$ cat src/rtl/ext_mem_responder_if.sv
// Request/response bundle between a register block's external port and the
// memory responder. The master drives requests; the slave answers with acks.
interface ext_mem_responder_if #(
  parameter int ADDR_WIDTH = 5,
  parameter int DATA_WIDTH = 32
);
  logic                  req;
  logic                  req_is_wr;
  logic [ADDR_WIDTH-1:0] addr;
  logic [DATA_WIDTH-1:0] wr_data;
  logic [DATA_WIDTH-1:0] wr_biten;
  logic                  rd_ack;
  logic [DATA_WIDTH-1:0] rd_data;
  logic                  wr_ack;
  logic                  busy;
  logic [7:0]            drop_cnt;

  modport master (
    output req, req_is_wr, addr, wr_data, wr_biten,
    input  rd_ack, rd_data, wr_ack, busy, drop_cnt
  );

  modport slave (
    input  req, req_is_wr, addr, wr_data, wr_biten,
    output rd_ack, rd_data, wr_ack, busy, drop_cnt
  );
endinterface

$ cat src/rtl/ext_mem_responder.sv
// Small word-addressed memory that answers register-block external requests
// after a fixed latency. One request is outstanding at a time; a request that
// arrives while waiting (and no ack is out that cycle) is dropped and counted.
module ext_mem_responder #(
  parameter int ADDR_WIDTH = 5,
  parameter int DATA_WIDTH = 32,
  parameter int LATENCY    = 2
) (
  input  logic               clk,
  input  logic               rst,
  ext_mem_responder_if.slave bus
);

  localparam int IDX_W = ADDR_WIDTH - 2;
  localparam int DEPTH = 2 ** IDX_W;
  localparam logic [3:0] LOAD_VAL = 4'(LATENCY - 1);

  if ((LATENCY < 1) || (LATENCY > 15)) begin : g_bad_latency
    $error("ext_mem_responder: LATENCY must be within 1..15");
  end
  if (DATA_WIDTH != 32) begin : g_bad_width
    $error("ext_mem_responder: only DATA_WIDTH of 32 is supported");
  end

  typedef enum logic [0:0] {
    IDLE = 1'b0,
    WAIT = 1'b1
  } state_t;

  state_t                state_r;
  state_t                state_nxt;
  logic [3:0]            cnt_r;
  logic [3:0]            cnt_nxt;
  logic                  cap_wr_r;
  logic [IDX_W-1:0]      cap_idx_r;
  logic [DATA_WIDTH-1:0] cap_data_r;
  logic [DATA_WIDTH-1:0] cap_biten_r;
  logic [DATA_WIDTH-1:0] mem_r [DEPTH];
  logic                  rd_ack_r;
  logic                  wr_ack_r;
  logic [DATA_WIDTH-1:0] rd_data_r;
  logic [7:0]            drop_cnt_r;

  logic                  ack_now_s;
  logic                  accept_s;
  logic                  drop_s;
  logic                  fire_s;
  logic                  eff_wr_s;
  logic [IDX_W-1:0]      eff_idx_s;
  logic [DATA_WIDTH-1:0] eff_data_s;
  logic [DATA_WIDTH-1:0] eff_biten_s;
  logic                  unused_addr_lsbs;

  // Byte-lane bits of the address do not select anything.
  assign unused_addr_lsbs = ^bus.addr[1:0];

  // A new request is taken when idle or in the cycle an ack is being shown.
  assign ack_now_s = rd_ack_r | wr_ack_r;
  assign accept_s  = bus.req & ((state_r == IDLE) | ack_now_s);
  assign drop_s    = bus.req & (state_r == WAIT) & ~ack_now_s;

  // Next state and countdown; the ack is shown while WAIT holds a zero count.
  always_comb begin
    state_nxt = state_r;
    cnt_nxt   = cnt_r;
    if (accept_s) begin
      state_nxt = WAIT;
      cnt_nxt   = LOAD_VAL;
    end else if (state_r == WAIT) begin
      if (cnt_r == 4'd0) begin
        state_nxt = IDLE;
        cnt_nxt   = 4'd0;
      end else begin
        state_nxt = WAIT;
        cnt_nxt   = cnt_r - 4'd1;
      end
    end else begin
      state_nxt = IDLE;
      cnt_nxt   = 4'd0;
    end
  end

  assign fire_s = (state_nxt == WAIT) && (cnt_nxt == 4'd0);

  // Transaction that completes on this edge: with a one-cycle latency it is
  // the request being accepted right now, otherwise the captured one.
  always_comb begin
    eff_wr_s    = cap_wr_r;
    eff_idx_s   = cap_idx_r;
    eff_data_s  = cap_data_r;
    eff_biten_s = cap_biten_r;
    if (accept_s) begin
      eff_wr_s    = bus.req_is_wr;
      eff_idx_s   = bus.addr[ADDR_WIDTH-1:2];
      eff_data_s  = bus.wr_data;
      eff_biten_s = bus.wr_biten;
    end else begin
      eff_wr_s    = cap_wr_r;
      eff_idx_s   = cap_idx_r;
      eff_data_s  = cap_data_r;
      eff_biten_s = cap_biten_r;
    end
  end

  // State and countdown registers.
  always_ff @(posedge clk or negedge rst) begin
    if (!rst) begin
      state_r <= IDLE;
      cnt_r   <= 4'd0;
    end else begin
      state_r <= state_nxt;
      cnt_r   <= cnt_nxt;
    end
  end

  // Capture the accepted request for the duration of the wait.
  always_ff @(posedge clk or negedge rst) begin
    if (!rst) begin
      cap_wr_r    <= 1'b0;
      cap_idx_r   <= {IDX_W{1'b0}};
      cap_data_r  <= {DATA_WIDTH{1'b0}};
      cap_biten_r <= {DATA_WIDTH{1'b0}};
    end else if (accept_s) begin
      cap_wr_r    <= bus.req_is_wr;
      cap_idx_r   <= bus.addr[ADDR_WIDTH-1:2];
      cap_data_r  <= bus.wr_data;
      cap_biten_r <= bus.wr_biten;
    end
  end

  // Registered ack pulses; read data is zero whenever no read ack is shown.
  always_ff @(posedge clk or negedge rst) begin
    if (!rst) begin
      rd_ack_r  <= 1'b0;
      wr_ack_r  <= 1'b0;
      rd_data_r <= {DATA_WIDTH{1'b0}};
    end else begin
      rd_ack_r  <= fire_s & ~eff_wr_s;
      wr_ack_r  <= fire_s & eff_wr_s;
      rd_data_r <= (fire_s & ~eff_wr_s) ? mem_r[eff_idx_s] : {DATA_WIDTH{1'b0}};
    end
  end

  // Storage; a write lands on the same edge that raises its ack.
  always_ff @(posedge clk or negedge rst) begin
    if (!rst) begin
      for (int i = 0; i < DEPTH; i++) begin
        mem_r[i] <= {DATA_WIDTH{1'b0}};
      end
    end else if (fire_s && eff_wr_s) begin
      mem_r[eff_idx_s] <= (mem_r[eff_idx_s] & ~eff_biten_s) | (eff_data_s & eff_biten_s);
    end
  end

  // Saturating count of requests ignored while waiting.
  always_ff @(posedge clk or negedge rst) begin
    if (!rst) begin
      drop_cnt_r <= 8'd0;
    end else if (drop_s && (drop_cnt_r != 8'hFF)) begin
      drop_cnt_r <= drop_cnt_r + 8'd1;
    end
  end

  assign bus.rd_ack   = rd_ack_r;
  assign bus.wr_ack   = wr_ack_r;
  assign bus.rd_data  = rd_data_r;
  assign bus.busy     = (state_r == WAIT);
  assign bus.drop_cnt = drop_cnt_r;

endmodule

$ cat src/flat_wrapper.sv
// flat-port wrapper written by rule: the top's interface ports become plain ports
module ext_mem_responder_flat 
#(
  parameter int ADDR_WIDTH = 5,
  parameter int DATA_WIDTH = 32,
  parameter int LATENCY    = 2
)
  (clk, rst, bus_req, bus_req_is_wr, bus_addr, bus_wr_data, bus_wr_biten, bus_rd_ack, bus_rd_data, bus_wr_ack, bus_busy, bus_drop_cnt);
  ext_mem_responder_if #(.ADDR_WIDTH(ADDR_WIDTH), .DATA_WIDTH(DATA_WIDTH)) bus_i ();
  input  logic clk;
  input  logic rst;
  input wire logic [$bits(bus_i.req)-1:0] bus_req;
  input wire logic [$bits(bus_i.req_is_wr)-1:0] bus_req_is_wr;
  input wire logic [$bits(bus_i.addr)-1:0] bus_addr;
  input wire logic [$bits(bus_i.wr_data)-1:0] bus_wr_data;
  input wire logic [$bits(bus_i.wr_biten)-1:0] bus_wr_biten;
  output wire logic [$bits(bus_i.rd_ack)-1:0] bus_rd_ack;
  output wire logic [$bits(bus_i.rd_data)-1:0] bus_rd_data;
  output wire logic [$bits(bus_i.wr_ack)-1:0] bus_wr_ack;
  output wire logic [$bits(bus_i.busy)-1:0] bus_busy;
  output wire logic [$bits(bus_i.drop_cnt)-1:0] bus_drop_cnt;
  assign bus_i.req = bus_req;
  assign bus_i.req_is_wr = bus_req_is_wr;
  assign bus_i.addr = bus_addr;
  assign bus_i.wr_data = bus_wr_data;
  assign bus_i.wr_biten = bus_wr_biten;
  assign bus_rd_ack = bus_i.rd_ack;
  assign bus_rd_data = bus_i.rd_data;
  assign bus_wr_ack = bus_i.wr_ack;
  assign bus_busy = bus_i.busy;
  assign bus_drop_cnt = bus_i.drop_cnt;
  ext_mem_responder #(.ADDR_WIDTH(ADDR_WIDTH), .DATA_WIDTH(DATA_WIDTH), .LATENCY(LATENCY)) u_core (.clk(clk), .rst(rst), .bus(bus_i));
endmodule
$ cat config.mk
export PLATFORM = sky130hd
export DESIGN_NAME = ext_mem_responder_flat
export DESIGN_NICKNAME = d
export VERILOG_FILES = /design/src/rtl/ext_mem_responder_if.sv /design/src/rtl/ext_mem_responder.sv /design/src/flat_wrapper.sv
export SDC_FILE = /design/constraint.sdc
export NUM_CORES = 1
export LEC_CHECK = 0
export CAP_MARGIN = 30
export CORE_MARGIN = 1
export CORE_UTILIZATION = 59
export CTS_CLUSTER_DIAMETER = 150
export CTS_CLUSTER_SIZE = 30
export DETAILED_ROUTE_END_ITERATION = 12
export GPL_TIMING_DRIVEN = 0
export PLACE_DENSITY_LB_ADDON = 0.25
export SLEW_MARGIN = 15
export SYNTH_ARGS = -nofsm -noshare
export SYNTH_HDL_FRONTEND = slang
export SYNTH_SLANG_ARGS = --single-unit
$ cat constraint.sdc
create_clock -name clk -period 2.8 [get_ports clk]
set_input_delay 0.7 -clock clk [delete_from_list [all_inputs] [get_ports clk]]
set_output_delay 0.7 -clock clk [all_outputs]
set_load 0.01 [all_outputs]
==> flow_summary.ini <==
[drt]
routed_wl_mm = 40.3
viasPerCell = 6.03
vias = 11500
wl_per_cell_um = 21.2
drc_errors = 0
detail_route.first_pass.iterations = 5
initialDrtViolationCount = 997
ant_nets = 0

[setup_path]
cp_data_required_time_ns = 3.20
critical_path.endpoint_type = flip-flop
path_class = in -> reg
critical_path.max_fanout = 10
setup.worst_path.start_class = primary input
crit_path_start = bus_addr[2]
reg2reg_setup_slack_ns = 0.1
worstSetupEndpoint = u_core.mem_r[238]
rr_startpoint = u_core.bus.busy
timing.reg2reg.worst_path_depth = 8
worstPathArrival_ns = 3.10
rr_endpoint = u_core.mem_r[106]

[global_route]
grtUsageMet2_pct = 49.3
grt_start_max_net_pins = 112
met1_usage_pct = 39.0
grt-busiest-layer = met2
wire_length_of_the_first_global_routing_pass_mm = 63.6
groute.usage.overall_pct = 29.4
globalRouteOverflowTotal = 0
number_of_global_route_vias_before_repair = 11700
antenna_found_initial = 0
grt_use_met3_pct = 4.78

[clocking]
numClockSinks = 371
cts.hold.buffers_added = 0
insertion_delay_ns = 0.53
ctsRootBufferMaster = clkbuf_16
tritoncts = yes
cts.path.max_buffers = 3
cts_htree_levels = 1
cts.reportedPaths.clkPinSlew_ns = 0.12
cts_made_buffers = 16

[floorplanning]
die_area_um2 = 27900
boundaryPins = 116
vertical_die_dimension_um = 167
start_util_pct = 60.9
coreArea_um2 = 26400
die_width_um = 167
number_of_placement_rows = 59

[logic_synthesis]
post_synth_num_cell_types = 37
mappedNetlistArea_um2 = 16000
synth.ff_latch_count = 371
yosys.area.top_type_share_pct = 57.9
synthesis.instances = 1433
postSynthNetCount = 1509
synth_sequential_area_ratio_pct = 57.9
netlist_top_cells_area = dfrtp_1 58%, mux2i_1 8.0%, o21ai_0 7.6%
postSynthAreaPerCell_um2 = 11.2
post-synth-top-area-cell = dfrtp_1
ys_warn_count = 0

[sta]
finalMaxSlewViolations = 0
fin_worst_skew_ns = 0.0200
finalCritPeriodShare_pct = 96.5
worst_pin_slew_ns = 0.786
maxSlewHeadroom_pct = 47.2
period_minus_slack_ns = 2.70
final_hold_viol_count = 0
max_freq_mhz = 370
finalSetupViolations = 0

[power]
leakagePower_uw = 0.00807
irDropWorstVdd_mv = 0.599
p_per_area_nw_per_um2 = 900

[cells_and_area]
final_core_util_pct = 69.8
drive_above_1_share_pct = 15.1
most-common-layout-cells = 371 x dfrtp_1, 264 x nand2_1, 243 x o21ai_0
num-fill-cells = 1921
post-route-cell-area_um2 = 18400
insertedDiodeCount = 0
final_common_cell = dfrtp_1
area.growth.synth_to_final_pct = 14.7
final_net_count = 1643

[placement]
area_of_placed_instances_um2 = 17700
gp_weighted_congestion = 0.839
port_buffers = 113
hpwl_dp_mm = 26.5

[worst_hold_path]
worst_hold_path_type = in -> async

[status]
outcome = finished clean

[run]
timing.max_cap.violations = 0
[cells by family after synthesis]
| kind of cell | synth area share, % |
|---|---|
| mux | 12.6 |
| compound gates | 15.9 |
| xor+xnor | 0.491 |
| fa+ha+maj | 0.234 |
| simple gates | 10.3 |
| flops | 57.9 |
| buf+inv | 2.59 |
[per-stage QoR]
step                      setup slack, ns  power, µW  std cells  TNS [ns]  hold WS, ns
after floorplan                     0.398      11500       1433         0        0.404
after global placement             -14.55      13200       1881  -5585.65        0.460
after detailed placement           -0.965      13400       1884   -215.54        0.469
after CTS                         -0.0581      16400       1902     -1.98        0.135
after global routing             -0.00582      17400       1902   -0.0115        0.158
final                              0.0987      16600       1902         0        0.102
[flip-flops by register name (all words and copies together) (netlist names)]
signal	cells
u_core.mem_r	256
u_core.bus.drop_cnt	8
u_core.cap_biten_r	32
u_core.bus.busy	1
u_core.cap_wr_r	1
u_core.bus.rd_ack	1
u_core.cnt_r	4
u_core.cap_data_r	32
u_core.cap_idx_r	3
u_core.bus.wr_ack	1
u_core.bus.rd_data	32
[worst max-delay path, cell delays in order]
cell	delay [ns]
clkdlybuf4s50_1	0.46
nand2_1	0.08
o211ai_4	0.30
buf_4	0.26
buf_4	0.27
mux2i_1	0.24
o22ai_1	0.19
o31ai_4	0.42
o21ai_0	0.16
[report_power, final]
part           switching [µW]  leakage, µW  internal [µW]  total (µW)
registers                 544      0.00500           6530        7080
logic                    3930      0.00284           2770        6710
clock network            1660     0.000219           1120        2780
total                    6130      0.00807          10400       16600
[synthesized netlist by cell type, drive strengths merged]
library cell / instances
a211o: 1
inv: 6
o211ai: 2
nand2: 265
or3: 1
o31ai: 32
nor3b: 2
nand4bb: 1
buf: 35
mux2: 66
xor2: 3
dfrtp: 371
clkbuf: 56
a21boi: 1
nand4: 4
o22ai: 64
a311oi: 1
o221ai: 1
nor2b: 1
ha: 3
mux2i: 128
or3b: 1
o21ai: 260
nor2: 70
nand3: 6
and3: 1
nand2b: 41
a22o: 1
xnor2: 6
nor3: 3
[worst min-delay path by stage]
stage,startpoint,endpoint,slack (ns),cells past startpoint
floorplan,rst,u_core.bus.busy,0.40,0
global placement,u_core.mem_r[83],u_core.mem_r[83],0.46,2
detailed placement,u_core.mem_r[58],u_core.mem_r[58],0.47,2
CTS,rst,u_core.bus.drop_cnt[0],0.14,1
global route,rst,u_core.bus.drop_cnt[0],0.16,1
finish,rst,u_core.bus.drop_cnt[0],0.10,1
[layer usage]
layer | share of wire [%] | vias to the layer above
met4 | 3.3 | 0
met1 | 41 | 5721
met3 | 7.3 | 91
li1 | - | 5202
met5 | 0 | -
met2 | 49 | 453
[cell type report]
type	instances	area (µm²)	share of cell area, %
buffer	87	520	2.83
clock buffer	17	425	2.31
clock inverter	1	20.0	0.109
inverter	6	22.5	0.122
multi-input combinational	965	6460	35.1
sequential	371	9280	50.4
tap	335	419	2.28
timing repair buffer	120	1250	6.80
[timing repair]
item	in CTS	in global routing
buffers inserted	3	1
resized for setup	73	28
pin swaps	9	11
setup endpoints to repair	276	264
Power figures use the tool's default switching activity.
